[src/rtl/fpu_pkg.sv]
// Shared binary32 definitions for the floating-point dot-product datapath.
package fpu_pkg;

    localparam int FP_W     = 32;
    localparam int EXP_W    = 8;
    localparam int FRAC_W   = 23;
    localparam int SIG_W    = 24;
    localparam int SIGN_POS = 31;
    localparam int EXP_LSB  = 23;

    localparam logic [31:0] FP_ZERO    = 32'h0000_0000;
    localparam logic [7:0]  FP_EXP_MAX = 8'hFF;
    localparam logic [7:0]  FP_BIAS    = 8'h7F;

    typedef struct packed {
        logic        sign;
        logic [7:0]  exp;
        logic [22:0] frac;
    } fp32_t;

    typedef enum logic [1:0] {
        ST_ACCEPT = 2'd0,
        ST_ALIGN  = 2'd1,
        ST_NORM   = 2'd2,
        ST_OUT    = 2'd3
    } acc_state_e;

    // Denormals are flushed, so a zero exponent means the value is zero.
    function automatic logic fp_is_zero(input fp32_t x);
        return (x.exp == 8'h00);
    endfunction

endpackage

[src/rtl/fp_lzc.sv]
// Combinational 25-bit leading-zero counter; an all-zero input returns 25.
module fp_lzc (
    input  logic [24:0] din,
    output logic [4:0]  lz
);

    // Highest set bit wins because it is visited last.
    always_comb begin
        lz = 5'd25;
        for (int i = 0; i < 25; i++) begin
            if (din[i]) begin
                lz = 5'(24 - i);
            end else begin
                lz = lz;
            end
        end
    end

endmodule

[src/rtl/fp_accum.sv]
// Streaming binary32 accumulator: ACCEPT -> ALIGN -> NORM per product, OUT on the last word.
module fp_accum
    import fpu_pkg::*;
#(
    parameter int CNT_W = 16
) (
    input  logic              clk,
    input  logic              rst_n,
    input  logic              in_valid,
    output logic              in_ready,
    input  logic [31:0]       in_data,
    input  logic              in_last,
    output logic              out_valid,
    input  logic              out_ready,
    output logic [31:0]       out_sum,
    output logic [CNT_W-1:0]  out_count
);

    acc_state_e       state_q, state_d;
    logic [31:0]      acc_q, acc_d, b_q, b_d;
    logic             last_q, last_d;
    logic [CNT_W-1:0] cnt_q, cnt_d;
    logic [23:0]      big_sig_q, big_sig_d, sml_sig_q, sml_sig_d;
    logic [7:0]       exp_q, exp_d;
    logic             sign_q, sign_d, sub_q, sub_d;
    logic [31:0]      out_sum_q, out_sum_d;
    logic [CNT_W-1:0] out_count_q, out_count_d;

    fp32_t       a_s, b_s, big_s, sml_s;
    logic        a_big_s;
    logic [30:0] mag_a_s, mag_b_s;
    logic [23:0] big_sig_s, sml_sig_s;
    logic [7:0]  diff_s;
    logic [24:0] sum_s;
    logic [4:0]  lz_s, sh_s;
    logic [22:0] shl_s, frac_n_s;
    logic [9:0]  exp_n_s;
    logic [31:0] norm_res_s;

    assign in_ready  = (state_q == ST_ACCEPT);
    assign out_valid = (state_q == ST_OUT);
    assign out_sum   = out_sum_q;
    assign out_count = out_count_q;

    // Align: order operands by magnitude and right-shift the smaller (truncating).
    always_comb begin
        a_s       = fp32_t'(acc_q);
        b_s       = fp32_t'(b_q);
        mag_a_s   = fp_is_zero(a_s) ? 31'd0 : {a_s.exp, a_s.frac};
        mag_b_s   = fp_is_zero(b_s) ? 31'd0 : {b_s.exp, b_s.frac};
        a_big_s   = (mag_a_s >= mag_b_s);
        big_s     = a_big_s ? a_s : b_s;
        sml_s     = a_big_s ? b_s : a_s;
        big_sig_s = fp_is_zero(big_s) ? 24'd0 : {1'b1, big_s.frac};
        sml_sig_s = fp_is_zero(sml_s) ? 24'd0 : {1'b1, sml_s.frac};
        diff_s    = big_s.exp - sml_s.exp;
        if (diff_s >= 8'd24) begin
            sml_sig_s = 24'd0;
        end else begin
            sml_sig_s = sml_sig_s >> diff_s;
        end
    end

    fp_lzc u_lzc (
        .din (sum_s),
        .lz  (lz_s)
    );

    // Normalize: add/subtract, renormalize, then flush underflow and saturate to infinity.
    always_comb begin
        sum_s    = sub_q ? ({1'b0, big_sig_q} - {1'b0, sml_sig_q})
                         : ({1'b0, big_sig_q} + {1'b0, sml_sig_q});
        sh_s     = lz_s - 5'd1;
        shl_s    = sum_s[22:0] << sh_s;
        if (sum_s[24]) begin
            exp_n_s  = {2'b00, exp_q} + 10'd1;
            frac_n_s = sum_s[23:1];
        end else begin
            exp_n_s  = {2'b00, exp_q} - {5'd0, sh_s};
            frac_n_s = shl_s;
        end
        if (sum_s == 25'd0) begin
            norm_res_s = FP_ZERO;
        end else if (exp_n_s[9] || (exp_n_s == 10'd0)) begin
            norm_res_s = FP_ZERO;
        end else if (exp_n_s >= 10'd255) begin
            norm_res_s = {sign_q, FP_EXP_MAX, 23'd0};
        end else begin
            norm_res_s = {sign_q, exp_n_s[7:0], frac_n_s};
        end
    end

    // Next-state and datapath register inputs.
    always_comb begin
        state_d     = state_q;
        acc_d       = acc_q;
        b_d         = b_q;
        last_d      = last_q;
        cnt_d       = cnt_q;
        big_sig_d   = big_sig_q;
        sml_sig_d   = sml_sig_q;
        exp_d       = exp_q;
        sign_d      = sign_q;
        sub_d       = sub_q;
        out_sum_d   = out_sum_q;
        out_count_d = out_count_q;
        case (state_q)
            ST_ACCEPT: begin
                if (in_valid) begin
                    b_d     = in_data;
                    last_d  = in_last;
                    cnt_d   = (cnt_q == {CNT_W{1'b1}}) ? cnt_q
                              : cnt_q + {{(CNT_W-1){1'b0}}, 1'b1};
                    state_d = ST_ALIGN;
                end else begin
                    state_d = ST_ACCEPT;
                end
            end
            ST_ALIGN: begin
                big_sig_d = big_sig_s;
                sml_sig_d = sml_sig_s;
                exp_d     = big_s.exp;
                sign_d    = big_s.sign;
                sub_d     = (a_s.sign != b_s.sign);
                state_d   = ST_NORM;
            end
            ST_NORM: begin
                acc_d = norm_res_s;
                if (last_q) begin
                    out_sum_d   = norm_res_s;
                    out_count_d = cnt_q;
                    state_d     = ST_OUT;
                end else begin
                    state_d = ST_ACCEPT;
                end
            end
            ST_OUT: begin
                if (out_ready) begin
                    acc_d       = FP_ZERO;
                    cnt_d       = {CNT_W{1'b0}};
                    last_d      = 1'b0;
                    out_sum_d   = FP_ZERO;
                    out_count_d = {CNT_W{1'b0}};
                    state_d     = ST_ACCEPT;
                end else begin
                    state_d = ST_OUT;
                end
            end
            default: begin
                state_d = ST_ACCEPT;
            end
        endcase
    end

    // State and datapath registers.
    always_ff @(posedge clk or negedge rst_n) begin
        if (!rst_n) begin
            state_q     <= ST_ACCEPT;
            acc_q       <= FP_ZERO;
            b_q         <= FP_ZERO;
            last_q      <= 1'b0;
            cnt_q       <= {CNT_W{1'b0}};
            big_sig_q   <= 24'd0;
            sml_sig_q   <= 24'd0;
            exp_q       <= 8'd0;
            sign_q      <= 1'b0;
            sub_q       <= 1'b0;
            out_sum_q   <= FP_ZERO;
            out_count_q <= {CNT_W{1'b0}};
        end else begin
            state_q     <= state_d;
            acc_q       <= acc_d;
            b_q         <= b_d;
            last_q      <= last_d;
            cnt_q       <= cnt_d;
            big_sig_q   <= big_sig_d;
            sml_sig_q   <= sml_sig_d;
            exp_q       <= exp_d;
            sign_q      <= sign_d;
            sub_q       <= sub_d;
            out_sum_q   <= out_sum_d;
            out_count_q <= out_count_d;
        end
    end

endmodule

[config.mk]
export PLATFORM = sky130hd
export DESIGN_NAME = fp_accum
export DESIGN_NICKNAME = d
export VERILOG_FILES = /design/src/rtl/fpu_pkg.sv /design/src/rtl/fp_lzc.sv /design/src/rtl/fp_accum.sv
export SDC_FILE = /design/constraint.sdc
export NUM_CORES = 1
export LEC_CHECK = 0
export CORE_AREA = 5 5 192 194
export DETAILED_ROUTE_END_ITERATION = 10
export DIE_AREA = 0 0 197 199
export DONT_BUFFER_PORTS = 1
export PLACE_DENSITY = 0.7
export REMOVE_ABC_BUFFERS = 1
export SLEW_MARGIN = 20
export SYNTH_ARGS = -nofsm -noshare
export SYNTH_HDL_FRONTEND = slang
export SYNTH_SLANG_ARGS = --single-unit
[constraint.sdc]
create_clock -name clk -period 11.15 [get_ports clk]
set_input_delay 2.23 -clock clk [delete_from_list [all_inputs] [get_ports clk]]
set_output_delay 2.23 -clock clk [all_outputs]
set_load 0.02 [all_outputs]
# Word-level counts from Yosys, hierarchy flattened
# Cells that the tools add are included.
dict set report totals {
  regBits 189
  inputBits 37
  out_inout_bits 50
  wordCells 103
}
dict set report op_classes {
  add_sub_neg 7
  n_lt_le_gt_ge 3
  eq_ne 9
  shift 2
  mux 55
  n_reduce_logical 15
}
# op count
set op_table {}
lappend op_table {{two-way mux 32 bit} 5}
lappend op_table {{case mux 32 bit (2 select lines)} 2}
lappend op_table {{two-way mux 31 bit} 4}
lappend op_table {{two-way mux 5 bit} 16}
lappend op_table {{two-way mux 24 bit} 3}
lappend op_table {{two-way mux 16 bit} 4}
lappend op_table {{case mux 16 bit (2 select lines)} 2}
lappend op_table {{logical NOT 8 bit} 4}
lappend op_table {{two-way mux 4 bit} 8}
lappend op_table {{greater-or-equal comparator 31 bit} 1}
lappend op_table {{adder 24 x 24 -> 25 bit} 1}
lappend op_table {{logical NOT 25 bit} 1}
lappend op_table {{two-way mux 25 bit} 1}
lappend op_table {{subtractor 24 x 24 -> 25 bit} 1}
lappend op_table {{right shift 24 x 8 -> 24 bit} 1}
lappend op_table {{two-way mux 23 bit} 1}
lappend op_table {{left shift 23 x 5 -> 23 bit} 1}
lappend op_table {{adder 16 x 1 -> 16 bit (second input constant)} 1}
lappend op_table {{== test 16 bit (second input constant)} 1}
lappend op_table {{greater-or-equal comparator 10 x 8 -> 1 bit (second input constant)} 1}
lappend op_table {{logical NOT 10 bit} 1}
lappend op_table {{two-way mux 10 bit} 1}
lappend op_table {{adder 8 x 1 -> 9 bit (second input constant)} 1}
lappend op_table {{subtractor 8 x 5 -> 9 bit} 1}
lappend op_table {{18 further kinds} 28}

# Longest topological paths before layout
# Gate-level depths: netlist of run 1.
dict set report depth {
  word_depth 36
  mapped_depth 36
  ltp_nobuf 30
}

# Modules after synthesis
# Synthesis of run 1 repeated with hierarchy kept, for this count alone.
dict set report hier_totals {
  hier_cells 1737
  area_unflattened_um2 14671.6
}
# module n_inst cells_per_inst area_per_inst_um2 seq_area_each_um2
set modules_own_cells {}
lappend modules_own_cells {fp_accum 1 1688 14392.6 4729.5}
lappend modules_own_cells {fp_lzc 1 49 279.0 0.0}

# Worst setup path after synthesis of run 1
# OpenSTA, ideal clock, no wires.
dict set report synth_timing {
  kind {flip-flop to flip-flop}
  from {register sml_sig_q[7]}
  to {register out_sum_q[19], in the netlist out_sum[19]}
  setup_ns 0.129
  arrival_ns 8.040
  required_time_ns 11.021
  setup_slack_ns 2.980
  stages_incl_launch_ff 34
  path_buffers 6
  period_less_slack_ns 8.170
  cell_sequence {dfrtp_1 > nor4_4 > and4_1 > clkbuf_1 > a31oi_1 > xnor2_1 > ha_1 > inv_1 > o31ai_1 > a221o_1 > nand2_1 > a31o_2 > xnor2_1 > nand2_1 > o21ai_2 > clkbuf_1 > inv_1 > ha_1 > xnor2_1 > clkbuf_1 > clkbuf_1 > buf_2 > ha_1 > o21ai_0 > nor2b_1 > nand2_1 > or4_1 > o31a_1 > a31oi_2 > o221ai_1 > or4_4 > nand3_2 > buf_6 > o21ai_0}
}
dict set report synth_between {
  elab_chain_len 29
  word_cells_on_any_way 35
  classes_between {4 x add/sub; 1 x order compare; 1 x shift; 26 x mux; 3 x reduce/logical}
}
# item line
set synth_rtl {}
lappend synth_rtl {{start: declaration} fp_accum.sv:23} ;# logic [23:0] big_sig_q, big_sig_d, sml_sig_q, sml_sig_d;
lappend synth_rtl {{start signal: assignment} fp_accum.sv:177} ;# sml_sig_q <= sml_sig_d;
lappend synth_rtl {{adder 24 x 24 -> 25 bit / subtractor 24 x 24 -> 25 bit (equally long branches)} {fp_accum.sv:72, fp_accum.sv:71}}
lappend synth_rtl {{two-way mux 25 bit (*)} fp_accum.sv:71} ;# sum_s = sub_q ? ({1'b0, big_sig_q} - {1'b0, sml_sig_q})
lappend synth_rtl {{two-way mux 4 bit (2 in series)} fp_lzc.sv:11} ;# if (din[i]) begin
lappend synth_rtl {{two-way mux 5 bit (16 in series)} fp_lzc.sv:11}
lappend synth_rtl {{subtractor 5 x 1 -> 5 bit} fp_accum.sv:73} ;# sh_s = lz_s - 5'd1;
lappend synth_rtl {{subtractor 8 x 5 -> 9 bit} fp_accum.sv:79} ;# exp_n_s = {2'b00, exp_q} - {5'd0, sh_s};
lappend synth_rtl {{two-way mux 10 bit} fp_accum.sv:75} ;# if (sum_s[24]) begin
lappend synth_rtl {{greater-or-equal comparator 10 x 8 -> 1 bit / logical NOT 10 bit (equally long branches)} {fp_accum.sv:86, fp_accum.sv:84}}
lappend synth_rtl {{two-way mux 31 bit / logical OR 1 bit (equally long branches)} {fp_accum.sv:86, fp_accum.sv:84}}
lappend synth_rtl {{two-way mux 32 bit} fp_accum.sv:84} ;# end else if (exp_n_s[9] || (exp_n_s == 10'd0)) begin
lappend synth_rtl {{two-way mux 32 bit (*)} fp_accum.sv:82} ;# if (sum_s == 25'd0) begin
lappend synth_rtl {{two-way mux 32 bit (*)} fp_accum.sv:129} ;# if (last_q) begin
lappend synth_rtl {{case mux 32 bit (2 select lines) (*)} fp_accum.sv:107} ;# case (state_q)
lappend synth_rtl {{end signal: assignment} fp_accum.sv:181} ;# out_sum_q <= out_sum_d;
lappend synth_rtl {{end: declaration} fp_accum.sv:26} ;# logic [31:0] out_sum_q, out_sum_d;
# Every way passes the cells marked *; elsewhere a longest branch is shown, timed or not. The select of a mux whose other input is x is not followed.
# A chain may end at the register's enable or synchronous reset.

# Worst setup path in the final report of run 1
dict set report layout_timing {
  from {register sml_sig_q[2]}
  to {register acc_q[22], in the netlist a_s[22]}
}
dict set report layout_between {
  elab_chain_len 33
  word_cells_on_any_way 39
  classes_between {4 x add/sub; 1 x order compare; 1 x shift; 30 x mux; 3 x reduce/logical}
}
# item line
set layout_rtl {}
lappend layout_rtl {{adder 24 x 24 -> 25 bit / subtractor 24 x 24 -> 25 bit (equally long branches)} {fp_accum.sv:72, fp_accum.sv:71}}
lappend layout_rtl {{two-way mux 25 bit (*)} fp_accum.sv:71}
lappend layout_rtl {{two-way mux 4 bit (7 in series)} fp_lzc.sv:11}
lappend layout_rtl {{two-way mux 5 bit (16 in series)} fp_lzc.sv:11}
lappend layout_rtl {{subtractor 5 x 1 -> 5 bit} fp_accum.sv:73}
lappend layout_rtl {{subtractor 8 x 5 -> 9 bit} fp_accum.sv:79}
lappend layout_rtl {{two-way mux 10 bit} fp_accum.sv:75}
lappend layout_rtl {{greater-or-equal comparator 10 x 8 -> 1 bit / logical NOT 10 bit (equally long branches)} {fp_accum.sv:86, fp_accum.sv:84}}
lappend layout_rtl {{two-way mux 31 bit / logical OR 1 bit (equally long branches)} {fp_accum.sv:86, fp_accum.sv:84}}
lappend layout_rtl {{two-way mux 32 bit} fp_accum.sv:84}
lappend layout_rtl {{two-way mux 32 bit (*)} fp_accum.sv:82}
lappend layout_rtl {{case mux 32 bit (2 select lines) (*)} fp_accum.sv:107}
lappend layout_rtl {{end signal: assignment} fp_accum.sv:159} ;# acc_q <= FP_ZERO;
lappend layout_rtl {{end signal: assignment} fp_accum.sv:172} ;# acc_q <= acc_d;
lappend layout_rtl {{end: declaration} fp_accum.sv:20} ;# logic [31:0] acc_q, acc_d, b_q, b_d;
# Every way passes the cells marked *; elsewhere a longest branch is shown, timed or not.

==> summary.txt, run 1 <==
WHS - 0.495 ns
max-slew violation count - 0
# rows - 69
root buffer cell - clkbuf_16
Cells after Synth - 1833
Worst path max stage delay - 0.54 ns
cell area after layout - 16300 um2
CP Capture Type - flip-flop
Worst Hold Depth - 2
CP most frequent cell - nand2_1
CTS tree - yes
area post-placement - 15700 um2
Placer Congestion - 0.951
DRT iter0 DRCs - 1310
Mapped Avg Cell Area - 8.41 um2
Max Buffers Root-to-Sink - 2
Yosys warning total - 0
final setup violation count - 0
io pins - 87
post-DR vias/cell - 6.27
crit path from - sml_sig_q[2]$_DFFE_PN0N_
Clock Skew - 0.0120 ns
largest net degree at the start of global routing - 190
die height - 199 um
Antenna Violating Nets Remaining - 0
Post-DP HPWL - 37.4 mm
clock period minus worst slack - 8.60 ns
setup TNS - 0 ns
hold_buf cts - 0
startpoint types - flip-flop
Final Hold Viols - 0
Critical Path Slowest Stage Cell - or4_4
DRT Pass-1 Iters - 6
FF-to-FF End - a_s[22]$_DFFE_PN0P_
CP max FO - 39
Ant. Diodes - 0
Setup CP Type - reg -> reg
Non-Filler Instances - 2236
first-pass GRT wire length - 76.6 mm
Layout area overhead - 5.96%
gr usage total - 24.5%
Critical Path AT - 8.91 ns
min-delay worst type - reg -> reg
Final period util - 77.1%
post-synth cell types - 93
Initial Util - 44.0%
sequential share of the synthesized area - 30.7%
top_reg_cell synth - dfrtp_1
Total Wirelength - 48.9 mm
share of synthesized registers carrying an async set or reset - 100%
final net count - 1864
register-to-register setup slack - 2.55 ns
vias in the first global route - 13400
worst r2r src - sml_sig_q[2]$_DFFE_PN0N_
RSZ-0062 raised after global routing - no
status - finished clean
Core Region - 35100 um2
CTS clk-pin slew, worst paths - 0.08 ns
crit path capture - a_s[22]$_DFFE_PN0P_
Die X - 197 um
CTS buffer count - 17
Sink Count - 189
Die ar. - 39200 um2
H-tree lvl count - 4
DR WL/cell - 21.9 um
cts repair resizes - 0
number of synthesized flops with an enable pin - 0
Mapped Area - 15400 um2
initial antenna violation count - 1
via count - 14000
R2R depth - 32
IO buf count - 0
Max Cap Viol - 0
Setup Buffers After CTS - 0
Yosys reg bits - 189
Peak Freq - 116 MHz
Least-Margin Pin Slew - 1.11 ns
proportion of layout cells with a drive suffix above 1 - 9.35%
Clk Latency, worst-skew pair - 0.45 ns
grt ovf - 0
placed cells - 2204
drt drc - 0
Worst EP required - 11.46 ns
Max-slew headroom - 26.3%
registers in the layout, indices dropped and copies added (netlist names):
register	count
out_sum	32
sml_sig_q	24
cnt_q	16
state_q	2
sign_q	1
last_q	1
b_q	32
big_sig_q	24
out_count	16
a_s	32
sub_q	1
exp_q	8
metrics by stage:
step | setup slack, ns | utilization, %
2_1_floorplan | 0.818 | -
6_report | 2.55 | 46.6
4_1_cts | 2.73 | 46.6
3_3_place_gp | 2.95 | 44.9
3_5_place_dp | 2.76 | 44.9
5_1_grt | 1.92 | 46.6
cell families (layout without fill, tap and decap cells):
| group | Yosys count | after routing | share of synthesized area [%] |
|---|---|---|---|
| AOI/OAI and AO/OA | 511 | 511 | 22.2 |
| xor gates and xnor gates | 66 | 66 | 3.75 |
| adders and majority gates | 69 | 69 | 5.66 |
| buffers and inverters | 167 | 109 | 4.41 |
| DFF | 189 | 189 | 30.7 |
| muxes | 198 | 198 | 13.8 |
| and+or+nand+nor | 633 | 633 | 19.5 |
critical path: cells and delay by family (launching register included):
family                   cells  cell delay (ns)
AO/OA/AOI/OAI               11             2.10
flip-flops                   1             0.44
AND/OR/NAND/NOR             11             2.99
buffers and inverters        4             1.32
adder cells (fa/ha/maj)      3             1.12
XOR/XNOR                     3             0.45
final cells by class:
class,instances,area (um2)
fill,3449,18700
multi-input combinational,1477,10100
timing repair buffer,18,135
clock inverter,14,165
clock buffer,18,439
sequential,189,4730
inverter,59,221
tap,461,577
cell usage after synthesis, drive strengths merged (6+ instances only):
master / count / area (um2)
a21oi: 98 / 509
o31ai: 16 / 120
ha: 63 / 788
and3: 17 / 106
mux2i: 138 / 1380
inv: 59 / 221
o2111ai: 6 / 70.1
a211o: 6 / 52.6
a21o: 26 / 195
mux2: 54 / 608
and4: 8 / 70.1
nor2b: 19 / 119
a31oi: 18 / 125
and2: 35 / 219
a22o: 21 / 184
o211ai: 11 / 87.6
buf: 28 / 158
nor3: 27 / 135
clkbuf: 80 / 300
a221o: 6 / 60.1
xnor2: 47 / 412
nand2: 261 / 982
nand3: 38 / 200
xor2: 19 / 166
o21ai: 181 / 913
mux4: 6 / 135
dfrtp: 189 / 4730
a211oi: 28 / 250
o221ai: 6 / 52.6
nor4: 14 / 124
or4: 6 / 56.3
o311ai: 8 / 70.1
or3: 9 / 61.3
a2111oi: 8 / 108
nand2b: 21 / 131
nand4: 22 / 138
or2: 7 / 43.8
o21a: 14 / 105
a31o: 6 / 52.6
nor2: 135 / 509
o22ai: 10 / 62.6
a221oi: 6 / 76.3
layout by cell type (no fill, tap or decap), drive strengths merged, types with 7 or more instances in the layout:
| master | instances |
|---|---|
| o211ai | 11 |
| or2 | 7 |
| a2111oi | 8 |
| o311ai | 8 |
| a21oi | 98 |
| xor2 | 19 |
| clkbuf | 18 |
| a211oi | 28 |
| nor2 | 135 |
| dfrtp | 189 |
| nor2b | 19 |
| o31ai | 16 |
| or3 | 9 |
| a22o | 21 |
| ha | 63 |
| and4 | 8 |
| a21o | 26 |
| nand3 | 38 |
| nor3 | 27 |
| inv | 67 |
| mux2 | 54 |
| o21ai | 181 |
| and3 | 17 |
| and2 | 35 |
| mux2i | 138 |
| nand4 | 22 |
| o21a | 14 |
| nand2b | 21 |
| xnor2 | 47 |
| a31oi | 18 |
| o22ai | 10 |
| nand2 | 261 |
| buf | 18 |
| nor4 | 14 |
metal layers:
| layer | up-vias | part of all wire (%) | global-route usage, % |
|---|---|---|---|
| li1 | 6517 | - | - |
| met2 | 522 | 48 | 41.2 |
| met1 | 6878 | 41 | 31.5 |
| met3 | 103 | 6.8 | 4.44 |
| met4 | 2 | 3.9 | 9.45 |
| met5 | - | 0.016 | 0 |
worst min path at each step:
stage                              start                   endpoint  slack (ns)
3_5_place_dp   big_sig_q[23]$_DFFE_PN0N_  big_sig_q[23]$_DFFE_PN0N_        0.48
5_1_grt         big_sig_q[8]$_DFFE_PN0N_   big_sig_q[8]$_DFFE_PN0N_        0.53
2_1_floorplan         sign_q$_DFFE_PN0N_         sign_q$_DFFE_PN0N_        0.45
4_1_cts        big_sig_q[23]$_DFFE_PN0N_  big_sig_q[23]$_DFFE_PN0N_        0.50
6_report       big_sig_q[23]$_DFFE_PN0N_  big_sig_q[23]$_DFFE_PN0N_        0.49
3_3_place_gp   big_sig_q[23]$_DFFE_PN0N_  big_sig_q[23]$_DFFE_PN0N_        0.47
Power of run 1 is not shown: default switching activity piles up to over one toggle a cycle in this logic, so the estimate is an artifact.
==> inputs of run 2 (changes only) <==
--- a/config.mk
+++ b/config.mk
@@ -9,7 +9,7 @@
 export DETAILED_ROUTE_END_ITERATION = 10
 export DIE_AREA = 0 0 197 199
 export DONT_BUFFER_PORTS = 1
-export PLACE_DENSITY = 0.7
+export PLACE_DENSITY = 0.72
 export REMOVE_ABC_BUFFERS = 1
 export SLEW_MARGIN = 20
 export SYNTH_ARGS = -nofsm -noshare
==> constraint.sdc (replaced) <==
create_clock -name clk -period 7.53 [get_ports clk]
set_input_delay 1.506 -clock clk [delete_from_list [all_inputs] [get_ports clk]]
set_output_delay 1.506 -clock clk [all_outputs]
set_load 0.02 [all_outputs]
==> run 2 against run 1 <==
Non-clock buffer count is 23 higher. Global-route usage is 0.16 points lower. Sequential share of layout area is 0.54 points lower. Critical path depth is 4 lower. Clock skew is 0.0012 ns higher. Die area stayed put. Via count is 0.83% higher. Final area is 1.9% higher. Final cell count is 1.1% higher. Utilization is 0.88 points higher. Sequential cell count stayed put. Critical path type unchanged. Critical endpoint is now a_s[21]$_DFFE_PN0P_.
==> summary.txt, run 2 (synthesized netlist as in run 1, its figures left out) <==
Placer Congestion - 0.951 (about the same)
RSZ-0062 raised after global routing - no (unchanged)
final core utilization - 47.5% (was 46.6%)
Critical Path Slowest Stage Cell - or4_4 (unchanged)
gr usage total - 24.4% (was 24.5%)
Worst EP required - 7.87 ns (was 11.46 ns)
R2R depth - 28 (was 32)
FF-to-FF End - a_s[21]$_DFFE_PN0P_ (was a_s[22]$_DFFE_PN0P_)
Worst path max stage delay - 0.63 ns (was 0.54 ns)
register-to-register setup slack - 0.37 ns (was 2.55 ns)
min-delay worst type - reg -> reg (unchanged)
via count - 14100 (was 14000)
Core Region - 35100 um2 (unchanged)
initial antenna violation count - 0 (was 1)
Initial Util - 44.0% (unchanged)
Clk Latency, worst-skew pair - 0.46 ns (was 0.45 ns)
drt drc - 0 (unchanged)
vias in the first global route - 13500 (was 13400)
IO buf count - 0 (unchanged)
Final period util - 95.1% (was 77.1%)
Max-slew headroom - 24.4% (was 26.3%)
hold_buf cts - 0 (unchanged)
Layout area overhead - 7.96% (was 5.96%)
Max Cap Viol - 0 (unchanged)
# rows - 69 (unchanged)
most common cell after layout, fill and taps aside - nand2_1 (unchanged)
Antenna Violating Nets Remaining - 0 (unchanged)
DR WL/cell - 22.0 um (was 21.9 um)
Die X - 197 um (unchanged)
DRT iter0 DRCs - 1384 (was 1310)
Critical Path AT - 7.50 ns (was 8.91 ns)
Max Buffers Root-to-Sink - 2 (unchanged)
Clock Skew - 0.0132 ns (was 0.0120 ns)
crit path capture - a_s[21]$_DFFE_PN0P_ (was a_s[22]$_DFFE_PN0P_)
grt ovf - 0 (unchanged)
DRT Pass-1 Iters - 6 (unchanged)
Sink Count - 189 (unchanged)
most frequent cells in the layout - nand2_1 (258), dfrtp_1 (189), o21ai_0 (152) (was nand2_1 (260), dfrtp_1 (189), o21ai_0 (155))
max-slew violation count - 0 (unchanged)
Post-DP HPWL - 37.3 mm (was 37.4 mm)
Ant. Diodes - 0 (unchanged)
CP Capture Type - flip-flop (unchanged)
CP most frequent cell - ha_1 (was nand2_1)
die height - 199 um (unchanged)
proportion of layout cells with a drive suffix above 1 - 11.5% (was 9.35%)
CP max FO - 10 (was 39)
worst r2r src - sml_sig_q[0]$_DFFE_PN0N_ (was sml_sig_q[2]$_DFFE_PN0N_)
CTS clk-pin slew, worst paths - 0.09 ns (was 0.08 ns)
io pins - 87 (unchanged)
status - finished clean (unchanged)
CTS tree - yes (unchanged)
final net count - 1889 (was 1864)
root buffer cell - clkbuf_16 (unchanged)
crit path from - sml_sig_q[0]$_DFFE_PN0N_ (was sml_sig_q[2]$_DFFE_PN0N_)
first-pass GRT wire length - 76.1 mm (was 76.6 mm)
Least-Margin Pin Slew - 1.12 ns (was 1.11 ns)
setup slack after layout - 0.370 ns (was 2.55 ns)
H-tree lvl count - 4 (unchanged)
CTS buffer count - 17 (unchanged)
largest net degree at the start of global routing - 190 (unchanged)
Final Hold Viols - 0 (unchanged)
Die ar. - 39200 um2 (unchanged)
post-DR vias/cell - 6.25 (was 6.27)
Total Wirelength - 49.7 mm (was 48.9 mm)
startpoint types - flip-flop (unchanged)
Setup CP Type - reg -> reg (unchanged)
final setup violation count - 0 (unchanged)
Peak Freq - 140 MHz (was 116 MHz)
worst slack at placement - 0.165 ns (was 2.76 ns)
clock period minus worst slack - 7.16 ns (was 8.60 ns)
run 2: changes by cell type in the layout (fill, tap and decap cells not counted), sizes merged:
cell | before | now
buf | 18 | 41
clkinv | 5 | 7
nand3 | 38 | 40
clkinvlp | 1 | 0
clkbuf | 18 | 17
run 2: layer usage:
| layer | GRT usage (%) | part of all wire [%] |
|---|---|---|
| met5 | 0 | 0 |
| met4 | 9.19 | 3.8 |
| met3 | 4.39 | 6.3 |
| met2 | 41.1 | 48 |
| met1 | 31.3 | 42 |
run 2: cell type report:
class                           count  area [um2]
Timing Repair Buffer               41         308
Clock inverter                     15         204
Fill cell                        3405       18400
Clock buffer                       17         425
Multi-Input combinational cell   1479       10200
Inverter                           59         221
Sequential cell                   189        4730
Tap cell                          461         577
run 2: critical path, delay by kind of cell, from the launching register on:
family	cells	cell delay [ns]
AO/OA/AOI/OAI	12	2.87
AND/OR/NAND/NOR	9	2.30
adder cells (fa/ha/maj)	4	1.15
flip-flops	1	0.42
buffers and inverters	2	0.16
XOR/XNOR	1	0.14
run 2: worst min-delay path by stage:
stage / to / start / cells past startpoint
after floorplan: sign_q$_DFFE_PN0N_ / sign_q$_DFFE_PN0N_ / 2
after global placement: big_sig_q[23]$_DFFE_PN0N_ / big_sig_q[23]$_DFFE_PN0N_ / 2
after detailed placement: big_sig_q[23]$_DFFE_PN0N_ / big_sig_q[23]$_DFFE_PN0N_ / 2
after CTS: big_sig_q[23]$_DFFE_PN0N_ / big_sig_q[23]$_DFFE_PN0N_ / 2
after global routing: big_sig_q[8]$_DFFE_PN0N_ / big_sig_q[8]$_DFFE_PN0N_ / 2
final: big_sig_q[23]$_DFFE_PN0N_ / big_sig_q[23]$_DFFE_PN0N_ / 2
run 2: repair_timing:
action | in CTS | in global routing
gates resized for setup | 0 | 25
endpoints found under the setup margin | 0 | 72
buffers inserted | 0 | 2
run 2: metrics by stage:
stage          setup TNS (ns)  instances  hold slack (ns)  instance area [um2]
2_1_floorplan         -203.33       1725            0.449                15000
3_3_place_gp                0       2225            0.467                15900
3_5_place_dp                0       2225            0.479                15900
4_1_cts                     0       2257            0.500                16500
5_1_grt                     0       2261            0.534                16600
6_report                    0       2261            0.495                16600
Power of run 2 is left out for the same reason.
